$ cat config.mk
export PLATFORM = sky130hd
export DESIGN_NAME = ps2_host_tx
export DESIGN_NICKNAME = d
export VERILOG_FILES = /design/src/rtl/ps2_host_tx.sv
export SDC_FILE = /design/constraint.sdc
export NUM_CORES = 1
export LEC_CHECK = 0
export ABC_AREA = 0
export CAP_MARGIN = 30
export CORE_UTILIZATION = 25
export CTS_CLUSTER_DIAMETER = 150
export CTS_CLUSTER_SIZE = 8
export DETAILED_ROUTE_END_ITERATION = 8
export SYNTH_ARGS = -nofsm -noshare
export SYNTH_HDL_FRONTEND = slang
export SYNTH_SLANG_ARGS = --single-unit
export TNS_END_PERCENT = 20
$ cat constraint.sdc
create_clock -name clk -period 2.11 [get_ports clk]
set_input_delay 0.422 -clock clk [delete_from_list [all_inputs] [get_ports clk]]
set_output_delay 0.422 -clock clk [all_outputs]
set_load 0.02 [all_outputs]
$ cat src/rtl/ps2_host_tx.sv
// PS/2 host-to-device transmitter: inhibit the bus, request-to-send, shift one
// byte plus odd parity on device clock falls, then check the device ACK.
//
// state     | meaning
// IDLE      | waiting for tx_start
// INHIBIT   | holding PS2_CLK low
// RTS       | start bit on PS2_DAT, clock released, waiting for first device fall
// SEND      | driving data bits LSB first, then parity, then releasing for stop
// ACK       | sampling the device ACK on the next fall
// WAIT_IDLE | waiting for both lines to return high
// DONE      | one-cycle completion, tx_err = 00
// ERR       | one-cycle completion with error code, lines released
module ps2_host_tx #(
  parameter int INHIBIT_CYCLES = 5000,
  parameter int START_TIMEOUT  = 750000,
  parameter int XFER_TIMEOUT   = 100000
) (
  input  logic       clk,
  input  logic       reset,
  input  logic [7:0] tx_data,
  input  logic       tx_start,
  input  logic       ps2_clk_in,
  input  logic       ps2_dat_in,
  output logic       ps2_clk_oe,
  output logic       ps2_dat_oe,
  output logic       tx_busy,
  output logic       tx_done,
  output logic [1:0] tx_err
);
  localparam int MAX_A   = (INHIBIT_CYCLES > START_TIMEOUT) ? INHIBIT_CYCLES : START_TIMEOUT;
  localparam int MAX_CNT = (MAX_A > XFER_TIMEOUT) ? MAX_A : XFER_TIMEOUT;
  localparam int CW      = $clog2(MAX_CNT + 1);
  localparam logic [CW-1:0] INHIBIT_LOAD = CW'(INHIBIT_CYCLES - 1);
  localparam logic [CW-1:0] START_LOAD   = CW'(START_TIMEOUT - 1);
  localparam logic [CW-1:0] XFER_LOAD    = CW'(XFER_TIMEOUT - 1);

  typedef enum logic [2:0] {
    S_IDLE, S_INHIBIT, S_RTS, S_SEND, S_ACK, S_WAIT_IDLE, S_DONE, S_ERR
  } state_t;

  state_t          state_q, state_d;
  logic [CW-1:0]   cnt_q, cnt_d;
  logic [3:0]      idx_q, idx_d;
  logic [8:0]      shift_q, shift_d;
  logic            clk_oe_q, clk_oe_d, dat_oe_q, dat_oe_d;
  logic            busy_q, busy_d, done_q, done_d;
  logic [1:0]      err_q, err_d;
  logic            clk_s1_q, clk_s1_d, clk_s2_q, clk_s2_d, clk_prev_q, clk_prev_d;
  logic            dat_s1_q, dat_s1_d, dat_s2_q, dat_s2_d;
  logic            fall, fail;
  logic [1:0]      fail_code;

  assign fall = clk_prev_q & ~clk_s2_q;

  always_comb begin
    state_d    = state_q;
    cnt_d      = cnt_q;
    idx_d      = idx_q;
    shift_d    = shift_q;
    clk_oe_d   = clk_oe_q;
    dat_oe_d   = dat_oe_q;
    busy_d     = busy_q;
    done_d     = 1'b0;
    err_d      = err_q;
    clk_s1_d   = ps2_clk_in;
    clk_s2_d   = clk_s1_q;
    clk_prev_d = clk_s2_q;
    dat_s1_d   = ps2_dat_in;
    dat_s2_d   = dat_s1_q;
    fail       = 1'b0;
    fail_code  = 2'b00;
    case (state_q)
      S_IDLE: begin
        if (tx_start) begin
          shift_d  = {~^tx_data, tx_data};
          busy_d   = 1'b1;
          err_d    = 2'b00;
          clk_oe_d = 1'b1;
          cnt_d    = INHIBIT_LOAD;
          state_d  = S_INHIBIT;
        end
      end
      S_INHIBIT: begin
        if (cnt_q == '0) begin
          dat_oe_d = 1'b1;
          state_d  = S_RTS;
        end else begin
          cnt_d = cnt_q - CW'(1);
        end
      end
      S_RTS: begin
        // clk_oe still set means this is the entry cycle: release and arm the start timer
        if (clk_oe_q) begin
          clk_oe_d = 1'b0;
          cnt_d    = START_LOAD;
        end else if (fall) begin
          state_d = S_SEND;
          idx_d   = '0;
          cnt_d   = XFER_LOAD;
        end else if (cnt_q == '0) begin
          fail      = 1'b1;
          fail_code = 2'b10;
        end else begin
          cnt_d = cnt_q - CW'(1);
        end
      end
      S_SEND: begin
        if (cnt_q == '0) begin
          fail      = 1'b1;
          fail_code = 2'b10;
        end else begin
          cnt_d = cnt_q - CW'(1);
          if (fall) begin
            if (idx_q == 4'd9) begin
              dat_oe_d = 1'b0;
              state_d  = S_ACK;
            end else begin
              dat_oe_d = ~shift_q[idx_q];
              idx_d    = idx_q + 4'd1;
            end
          end
        end
      end
      S_ACK: begin
        if (cnt_q == '0) begin
          fail      = 1'b1;
          fail_code = 2'b10;
        end else begin
          cnt_d = cnt_q - CW'(1);
          if (fall) begin
            if (!dat_s2_q) begin
              state_d = S_WAIT_IDLE;
            end else begin
              fail      = 1'b1;
              fail_code = 2'b01;
            end
          end
        end
      end
      S_WAIT_IDLE: begin
        if (cnt_q == '0) begin
          fail      = 1'b1;
          fail_code = 2'b10;
        end else begin
          cnt_d = cnt_q - CW'(1);
          if (clk_s2_q && dat_s2_q) begin
            state_d = S_DONE;
            done_d  = 1'b1;
            busy_d  = 1'b0;
            err_d   = 2'b00;
          end
        end
      end
      S_DONE, S_ERR: state_d = S_IDLE;
      default:       state_d = S_IDLE;
    endcase
    if (fail) begin
      state_d  = S_ERR;
      done_d   = 1'b1;
      busy_d   = 1'b0;
      err_d    = fail_code;
      clk_oe_d = 1'b0;
      dat_oe_d = 1'b0;
    end
  end

  always_ff @(posedge clk) begin
    if (reset) begin
      state_q    <= S_IDLE;
      cnt_q      <= '0;
      idx_q      <= '0;
      shift_q    <= '0;
      clk_oe_q   <= 1'b0;
      dat_oe_q   <= 1'b0;
      busy_q     <= 1'b0;
      done_q     <= 1'b0;
      err_q      <= 2'b00;
      clk_s1_q   <= 1'b1;
      clk_s2_q   <= 1'b1;
      clk_prev_q <= 1'b1;
      dat_s1_q   <= 1'b1;
      dat_s2_q   <= 1'b1;
    end else begin
      state_q    <= state_d;
      cnt_q      <= cnt_d;
      idx_q      <= idx_d;
      shift_q    <= shift_d;
      clk_oe_q   <= clk_oe_d;
      dat_oe_q   <= dat_oe_d;
      busy_q     <= busy_d;
      done_q     <= done_d;
      err_q      <= err_d;
      clk_s1_q   <= clk_s1_d;
      clk_s2_q   <= clk_s2_d;
      clk_prev_q <= clk_prev_d;
      dat_s1_q   <= dat_s1_d;
      dat_s2_q   <= dat_s2_d;
    end
  end

  assign ps2_clk_oe = clk_oe_q;
  assign ps2_dat_oe = dat_oe_q;
  assign tx_busy    = busy_q;
  assign tx_done    = done_q;
  assign tx_err     = err_q;
endmodule

# Word-level counts from Yosys, hierarchy flattened
# Cells that the tools add are included.
dict set report totals {
  inputBits 13
  out_inout_bits 6
  elab_cells 131
  register_bits 47
}
dict set report classes {
  magnitude_cmp 1
  n_bitwise 3
  mux 60
  add_sub_neg 2
  n_eq_ne 29
  n_reduce_logical 22
}
# op count
set op_table {}
lappend op_table {{20-bit two-way mux} 4}
lappend op_table {{20-bit case mux with 3 select lines} 1}
lappend op_table {{3-bit two-way mux} 13}
lappend op_table {{3-bit inequality test, second input constant} 12}
lappend op_table {{3-bit case mux with 7 select lines} 1}
lappend op_table {{20-bit logical NOT} 1}
lappend op_table {{1-bit two-way mux} 20}
lappend op_table {{4-bit two-way mux} 5}
lappend op_table {{20-bit by 1-bit subtractor with 20-bit output, second input constant} 1}
lappend op_table {{2-bit inequality test, second input constant} 9}
lappend op_table {{2-bit two-way mux} 8}
lappend op_table {{3-bit == test, second input constant} 4}
lappend op_table {{12-bit AND reduction} 1}
lappend op_table {{4-bit AND reduction} 3}
lappend op_table {{4-bit case mux with 2 select lines} 1}
lappend op_table {{2-bit nonzero test} 4}
lappend op_table {{8-bit XNOR reduction} 1}
lappend op_table {{3-bit by 2-bit == test with 1-bit output, second input constant} 2}
lappend op_table {{1-bit case mux with 2 select lines} 3}
lappend op_table {{2-bit case mux with 3 select lines} 1}
lappend op_table {{2-bit AND reduction} 3}
lappend op_table {{6-bit AND reduction} 1}
lappend op_table {{3-bit nonzero test} 2}
lappend op_table {{2-bit OR reduction} 3}
lappend op_table {{other kinds (12)} 13}

# Logic depth before layout (Yosys ltp)
# Gate-level depths: netlist of the first run.
dict set report logic_depth {
  word_depth 7
  depth_mapped 8
  depth_no_buf 8
}

# Least setup slack after synthesis of the first run
# Ideal clock, no wire load.
dict set report synth_timing {
  kind {register -> register}
  start {reg cnt_q[0]}
  end {reg cnt_q[16]}
  n_path_buf 0
  setup_time_ps 128
  stages_incl_launch_ff 9
  synth_period_minus_slack_ps 2178
  setup_slack_ps -68
  arrival_ps 2051
  t_required_ps 1982
  cell_sequence {dfxtp_1 -> inv_1 -> ha_1 -> or4b_4 -> or4_4 -> nor3_1 -> o21ai_0 -> a22oi_1 -> nor2_1}
}
dict set report synth_between {
  elab_chain_cells 5
  word_cells_on_any_way 6
  cone_classes {add/sub (1); mux (4); reduce/logical (1)}
}
# item line_no
set synth_rtl {}
lappend synth_rtl {{start, declared} 42} ;# logic [CW-1:0] cnt_q, cnt_d;
lappend synth_rtl {{start signal, assigned} 185} ;# cnt_q <= cnt_d;
lappend synth_rtl {{20-bit by 1-bit subtractor with 20-bit output / 20-bit logical NOT (equally long branches)} --}
lappend synth_rtl {{20-bit two-way mux *} --}
lappend synth_rtl {{20-bit two-way mux} 96} ;# end else if (fall) begin
lappend synth_rtl {{20-bit two-way mux} 93} ;# if (clk_oe_q) begin
lappend synth_rtl {{20-bit case mux with 3 select lines *} 72} ;# case (state_q)
# Every way passes the cells marked *; elsewhere a longest branch is shown, timed or not.
# A chain may end at the register's enable or synchronous reset.

# Worst setup path after layout of the first run
dict set report layout_timing {
  start {reg cnt_q[1]}
  end {reg cnt_q[5]}
}
# Same word-level chain as after synthesis.

==> impl_metrics.ini, run 1 <==
[status]
status = finished with violations
violations = setup timing

[place]
dp_hpwl_um = 5181
io_buffer_count = 18
preCtsSetupSlack_ns = -0.09956
gp_congestion = 0.8428
dp.cells = 519

[routing]
postRouteAntennaNets = 0
dr.pass1.iters = 4
drt_iter0_drc = 143
via_count = 2721
top_layer_used = met4
routed_wl_um = 7397
drc = 0
wl_per_cell_um = 13.88
wl_met3_um = 255
met2_length_um = 3385
via_per_inst = 5.105
wl_met1_um = 3666

[final_layout]
regArea_sq_um = 945.9
diodes = 0
multi_input_comb_area_sq_um = 1768
n_fill_cell = 1070
layout.cells.non_filler = 533
nets = 413
drive_gt1_frac = 0.2544
area_growth_syn_to_layout_pct = 33.80
utilization = 0.3459

[die]
die_x_um = 105.3
rows = 37
die_y_um = 105.3
ios = 19
core_area_sq_um = 10320
start_util = 0.2585
die-area_sq_um = 11090

[logic_synthesis]
synth_cell_types = 58
synth_most_common_cell = dfxtp_1
syn_avg_cell_area_sq_um = 7.967
yosysTopAreaCell = dfxtp_1
synth.area.top_cells = dfxtp_1 35%, a21oi_1 6.0%, nand2_1 5.3%, nor2_1 4.2%, nor3_1 3.6%
synth_edf_count = 0
seq_area_frac_synth = 0.3526
yosysWarnings = 0
synthesis.area_sq_um = 2669
synthCells = 335
ys.flop_type = dfxtp_1
synth_async_sr_flop_share = 0
syn_nets = 352
synth.top_cell.area_share = 0.3526
ys_top_cells_by_count = 47 x dfxtp_1, 38 x nand2_1, 32 x a21oi_1, 30 x nor2_1, 19 x nor3_1
synth-seq-cells = 47

[critical_path]
cp.required_ns = 2.31
startpoint = cnt_q[1]$_SDFFE_PP0P_
path_class = reg2reg
worstPathMaxFanout = 5
end_kind = register
worstSetupStartpointType = register
worstReg2RegStart = cnt_q[1]$_SDFFE_PP0P_
arrival_ns = 2.37

[power]
p_total_mw = 2.990
power.share.combinational = 0.450
vdd_drop_max_mv = 0.3110
cellPowerDensity_nw_per_um2 = 837.5
clkPwrFrac = 0.194
leakage_nw = 1.329
p_sw_frac = 0.3843
p_int_mw = 1.841
power_frac_seq = 0.355
power_switching_mw = 1.149

[timing]
fmax_ghz = 0.4603
worstMarginPinSlew_ns = 0.6408
skew_ns = 0.008305
hold_ws_ns = 0.4167
fin_crit_ns = 2.173
finalCritPeriodShare = 1.030
finalMaxSlewViolations = 0
setup_viol = 7
fin_ws_ns = -0.06261
hold_viol = 0
rsz0062_at_grt = true
slew_headroom = 0.5712

[global_routing]
grt_max_degree = 34
grt_pass1_vias = 2613
grt_util_all_layers = 0.1370
grt_overflow = 0
grt_pass1_wl_um = 12390
antenna_found_initial = 0

[clock_tree]
cts_root_buf = clkbuf_8
ctsHoldBuffers = 0
clock_path_buffers = 2
clk_pin_slew_worst_paths_ns = 0.10
numCtsBuffers = 5
insertion_delay_ns = 0.31
clock_sinks = 47
cts_tree = yes
htreeDepth = 2

[worst_hold_path]
hp-start = clk_s1_q$_SDFF_PP1_
min-delay-path-class = reg2reg

[job]
cap_violations = 0
==> worst max-delay path, cell delays in order, from the launching register on <==
cell and delay, ns:
dfxtp_2 0.33, inv_2 0.06, ha_4 0.13, or4b_4 0.51, or4_4 0.52, o21ai_4 0.20
nor3_2 0.06, a211oi_2 0.21, nor2_1 0.06
==> cells in the final DEF (no fill, tap or decap), drive strengths merged, types with 10 or more instances in the layout <==
master         count
a21oi             33
a31oi             14
buf               50
clkdlybuf4s50     18
dfxtp             47
nand2             39
nand3             14
nor2              31
nor3              20
o21ai             18
xnor2             10
==> flip-flops by register name (all words and copies together) (netlist names) <==
signal	flops
tx_busy	1
dat_s2_q	1
tx_done	1
clk_s1_q	1
ps2_dat_oe	1
clk_prev_q	1
shift_q	9
cnt_q	20
idx_q	4
ps2_clk_oe	1
state_q	3
clk_prev_d	1
dat_s1_q	1
tx_err	2
==> power groups by stage <==
stage               Sequential, mW  Combinational [mW]  Clock, mW
floorplan                     1.09               0.726          0
global placement              1.07                1.16          0
detailed placement            1.08                1.17          0
CTS                           1.06                1.23      0.590
global route                  1.08                1.45      0.632
finish                        1.06                1.35      0.581
==> path summary, 6_finish.rpt <==
kind / slack, ns / end / cells after the start
worst max-delay path: -0.06 / cnt_q[5]$_SDFFE_PP0P_ / 8
worst min-delay path: 0.42 / clk_prev_d$_SDFF_PP1_ / 1
worst max register to register: -0.06 / cnt_q[5]$_SDFFE_PP0P_ / 8
worst min register to register: 0.42 / clk_prev_d$_SDFF_PP1_ / 1
==> logic make-up after synthesis <==
| logic type | count (synthesis) | share of synthesized area |
|---|---|---|
| adders and majority gates | 4 | 0.01875 |
| xor gates and xnor gates | 14 | 0.04594 |
| buffers and inverters | 20 | 0.02859 |
| DFF | 47 | 0.3526 |
| and+or+nand+nor | 147 | 0.2902 |
| AOI/OAI and AO/OA | 96 | 0.2283 |
| muxes | 7 | 0.03563 |
==> through the flow <==
stage               cell area (sq um)  setup TNS, ns
floorplan                        2669        -0.2334
global placement                 3308        -0.4876
detailed placement               3308        -0.9322
CTS                              3460        -0.1313
global route                     3571         -1.380
finish                           3571        -0.2112
==> layer usage <==
metal | up-vias | global-route usage
met2 | 58 | 0.2237
li1 | 1356 | -
met3 | 12 | 0.03401
met4 | 0 | 0.03119
met1 | 1295 | 0.1810
met5 | - | 0
==> repair_timing <==
item                                    CTS  global route
pin swaps                                 8            13
buffers inserted                          3             3
resized for setup                        12            20
endpoints found under the setup margin   20            31
==> area by class of cell <==
cell class | instances | share of cell area
Sequential cell | 47 | 0.2649
Clock buffer | 6 | 0.02032
Clock inverter | 2 | 0.004555
Timing Repair Buffer | 68 | 0.1612
Multi-Input combinational cell | 268 | 0.4951
Tap cell | 136 | 0.04765
Inverter | 6 | 0.006307
No activity file was read; power rests on OpenSTA's default activity.
==> run 2, diff against run 1 <==
--- a/config.mk
+++ b/config.mk
@@ -6,7 +6,7 @@
 export NUM_CORES = 1
 export LEC_CHECK = 0
 export ABC_AREA = 0
-export CAP_MARGIN = 30
+export CAP_MARGIN = 20
 export CORE_UTILIZATION = 25
 export CTS_CLUSTER_DIAMETER = 150
 export CTS_CLUSTER_SIZE = 8
==> results of run 2 <==
Same layout as run 1: the final DEF is identical, and so are final timing and power.
==> run 3, diff against run 2 <==
--- a/config.mk
+++ b/config.mk
@@ -8,7 +8,6 @@
 export ABC_AREA = 0
 export CAP_MARGIN = 20
 export CORE_UTILIZATION = 25
-export CTS_CLUSTER_DIAMETER = 150
 export CTS_CLUSTER_SIZE = 8
 export DETAILED_ROUTE_END_ITERATION = 8
 export SYNTH_ARGS = -nofsm -noshare
==> constraint.sdc (replaced) <==
create_clock -name clk -period 2.11 [get_ports clk]
set_input_delay 0.422 -clock clk [delete_from_list [all_inputs] [get_ports clk]]
set_output_delay 0.422 -clock clk [all_outputs]
set_load 0.05 [all_outputs]
==> run 3 against run 2 <==
  * Critical path depth did not move
  * The flow still finishes with violations (setup timing)
  * Non-clock buffer count is the same
  * Setup slack about the same
  * Flip-flop and latch count did not move
  * Clock skew is essentially flat
==> impl_metrics.ini, run 3 (synthesized netlist as in run 1, its figures left out) <==
[power]
leakage_nw = 1.332
clkPwrFrac = 0.194
power_frac_seq = 0.354
p_int_mw = 1.839
p_sw_frac = 0.3878
p_total_mw = 3.005
power_switching_mw = 1.165
cellPowerDensity_nw_per_um2 = 841.7
power.share.combinational = 0.453
vdd_drop_max_mv = 0.3121

[timing]
fin_crit_ns = 2.173
fin_ws_ns = -0.06265
finalMaxSlewViolations = 0
rsz0062_at_grt = true
slew_headroom = 0.5445
fmax_ghz = 0.4603
setup_viol = 6
skew_ns = 0.008488
finalCritPeriodShare = 1.030
hold_viol = 0
worstMarginPinSlew_ns = 0.6807

[place]
dp_hpwl_um = 5181
io_buffer_count = 18
gp_congestion = 0.8428
dp.cells = 519

[final_layout]
drive_gt1_frac = 0.2544
top_regs = cnt_q (20), shift_q (9), idx_q (4)
largest-register = cnt_q
final_cell_mix = 47 x buf_4, 43 x dfxtp_1, 37 x nand2_1
n_fill_cell = 1071
area_growth_syn_to_layout_pct = 33.76
nets = 413
layout_commonest_cell = buf_4
layout.cells.non_filler = 533
diodes = 0
largest_reg_flops = 20

[global_routing]
grt_util_all_layers = 0.1370
grt_overflow = 0
antenna_found_initial = 0
grt_pass1_wl_um = 12390
grt_pass1_vias = 2613
grt_max_degree = 34

[critical_path]
cp.required_ns = 2.31
worstSetupStartpointType = register
arrival_ns = 2.37
end_kind = register
worstPathMaxFanout = 5
path_class = reg2reg

[die]
rows = 37
die_y_um = 105.3
ios = 19
die-area_sq_um = 11090
core_area_sq_um = 10320
die_x_um = 105.3
start_util = 0.2585

[clock_tree]
cts_tree = yes
insertion_delay_ns = 0.31
cts_root_buf = clkbuf_8
clock_sinks = 47
ctsHoldBuffers = 0
clock_path_buffers = 2
clk_pin_slew_worst_paths_ns = 0.10
numCtsBuffers = 5
htreeDepth = 2

[routing]
drc = 0
wl_per_cell_um = 13.92
postRouteAntennaNets = 0
dr.pass1.iters = 4
via_per_inst = 5.122
via_count = 2730
routed_wl_um = 7417
drt_iter0_drc = 143

[status]
violations = setup timing
status = finished with violations

[worst_hold_path]
min-delay-path-class = reg2reg

[job]
cap_violations = 0
==> run 3: cell types whose count changed in the layout (fill, tap and decap cells not counted) <==
cell / change
clkdlybuf4s50_1: -1
dlygate4sd2_1: +1
==> run 3: final timing paths <==
kind                               from                    end  slack [ns]  depth (start not counted)
hold / removal      clk_s1_q$_SDFF_PP1_  clk_prev_d$_SDFF_PP1_        0.42                          1
hold reg to reg     clk_s1_q$_SDFF_PP1_  clk_prev_d$_SDFF_PP1_        0.42                          1
setup reg to reg  cnt_q[1]$_SDFFE_PP0P_  cnt_q[5]$_SDFFE_PP0P_       -0.06                          8
setup / recovery  cnt_q[1]$_SDFFE_PP0P_  cnt_q[5]$_SDFFE_PP0P_       -0.06                          8
==> run 3: routing by layer <==
metal	global-route usage	up-vias	routed length, um
met1	0.1810	1297	3659
met5	0	-	0
met4	0.03119	0	89
met2	0.2237	64	3397
met3	0.03401	12	271
li1	-	1357	-
==> run 3: through the flow <==
| step | util | setup slack, ns | TNS (ns) | hold slack, ns | instance area (sq um) |
|---|---|---|---|---|---|
| finish | 0.3458 | -0.06265 | -0.1996 | 0.4167 | 3570 |
| global route | 0.3458 | -0.1487 | -1.380 | 0.4371 | 3570 |
| CTS | 0.3350 | -0.03174 | -0.1313 | 0.4174 | 3458 |
| detailed placement | 0.3204 | -0.09956 | -0.9322 | 0.3945 | 3308 |
| global placement | 0.3204 | -0.07199 | -0.4876 | 0.3923 | 3308 |
| floorplan | - | -0.06821 | -0.2349 | 0.3895 | 2669 |
==> run 3: repair_timing <==
action	CTS	global route
pin swaps	8	13
setup buffers	3	3
gates resized for setup	13	20
setup endpoints to repair	21	31
endpoints found under the hold margin	0	0
==> run 3: worst max-delay path, stage by stage (launching register included) <==
cell      delay (ns)
dfxtp_2         0.33
inv_2           0.06
ha_4            0.13
or4b_4          0.51
or4_4           0.52
o21ai_4         0.20
nor3_2          0.06
a211oi_2        0.21
nor2_1          0.06
==> run 3: final cells by class <==
type                            instances  area, sq um  share of cell area
Sequential cell                        47        945.9              0.2650
Clock inverter                          2        16.27            0.004557
Timing Repair Buffer                   68        574.3              0.1609
Tap cell                              136        170.2             0.04767
Clock buffer                            6        72.57             0.02033
Inverter                                6        22.52            0.006309
Multi-Input combinational cell        268         1768              0.4953
==> run 3: power by group through the flow <==
| stage | Sequential, mW | Clock [mW] | Combinational [mW] |
|---|---|---|---|
| 3_3_place_gp | 1.07 | 0 | 1.18 |
| 6_report | 1.06 | 0.582 | 1.36 |
| 5_1_grt | 1.08 | 0.632 | 1.46 |
| 2_1_floorplan | 1.10 | 0 | 0.726 |
| 4_1_cts | 1.06 | 0.590 | 1.24 |
| 3_5_place_dp | 1.08 | 0 | 1.19 |
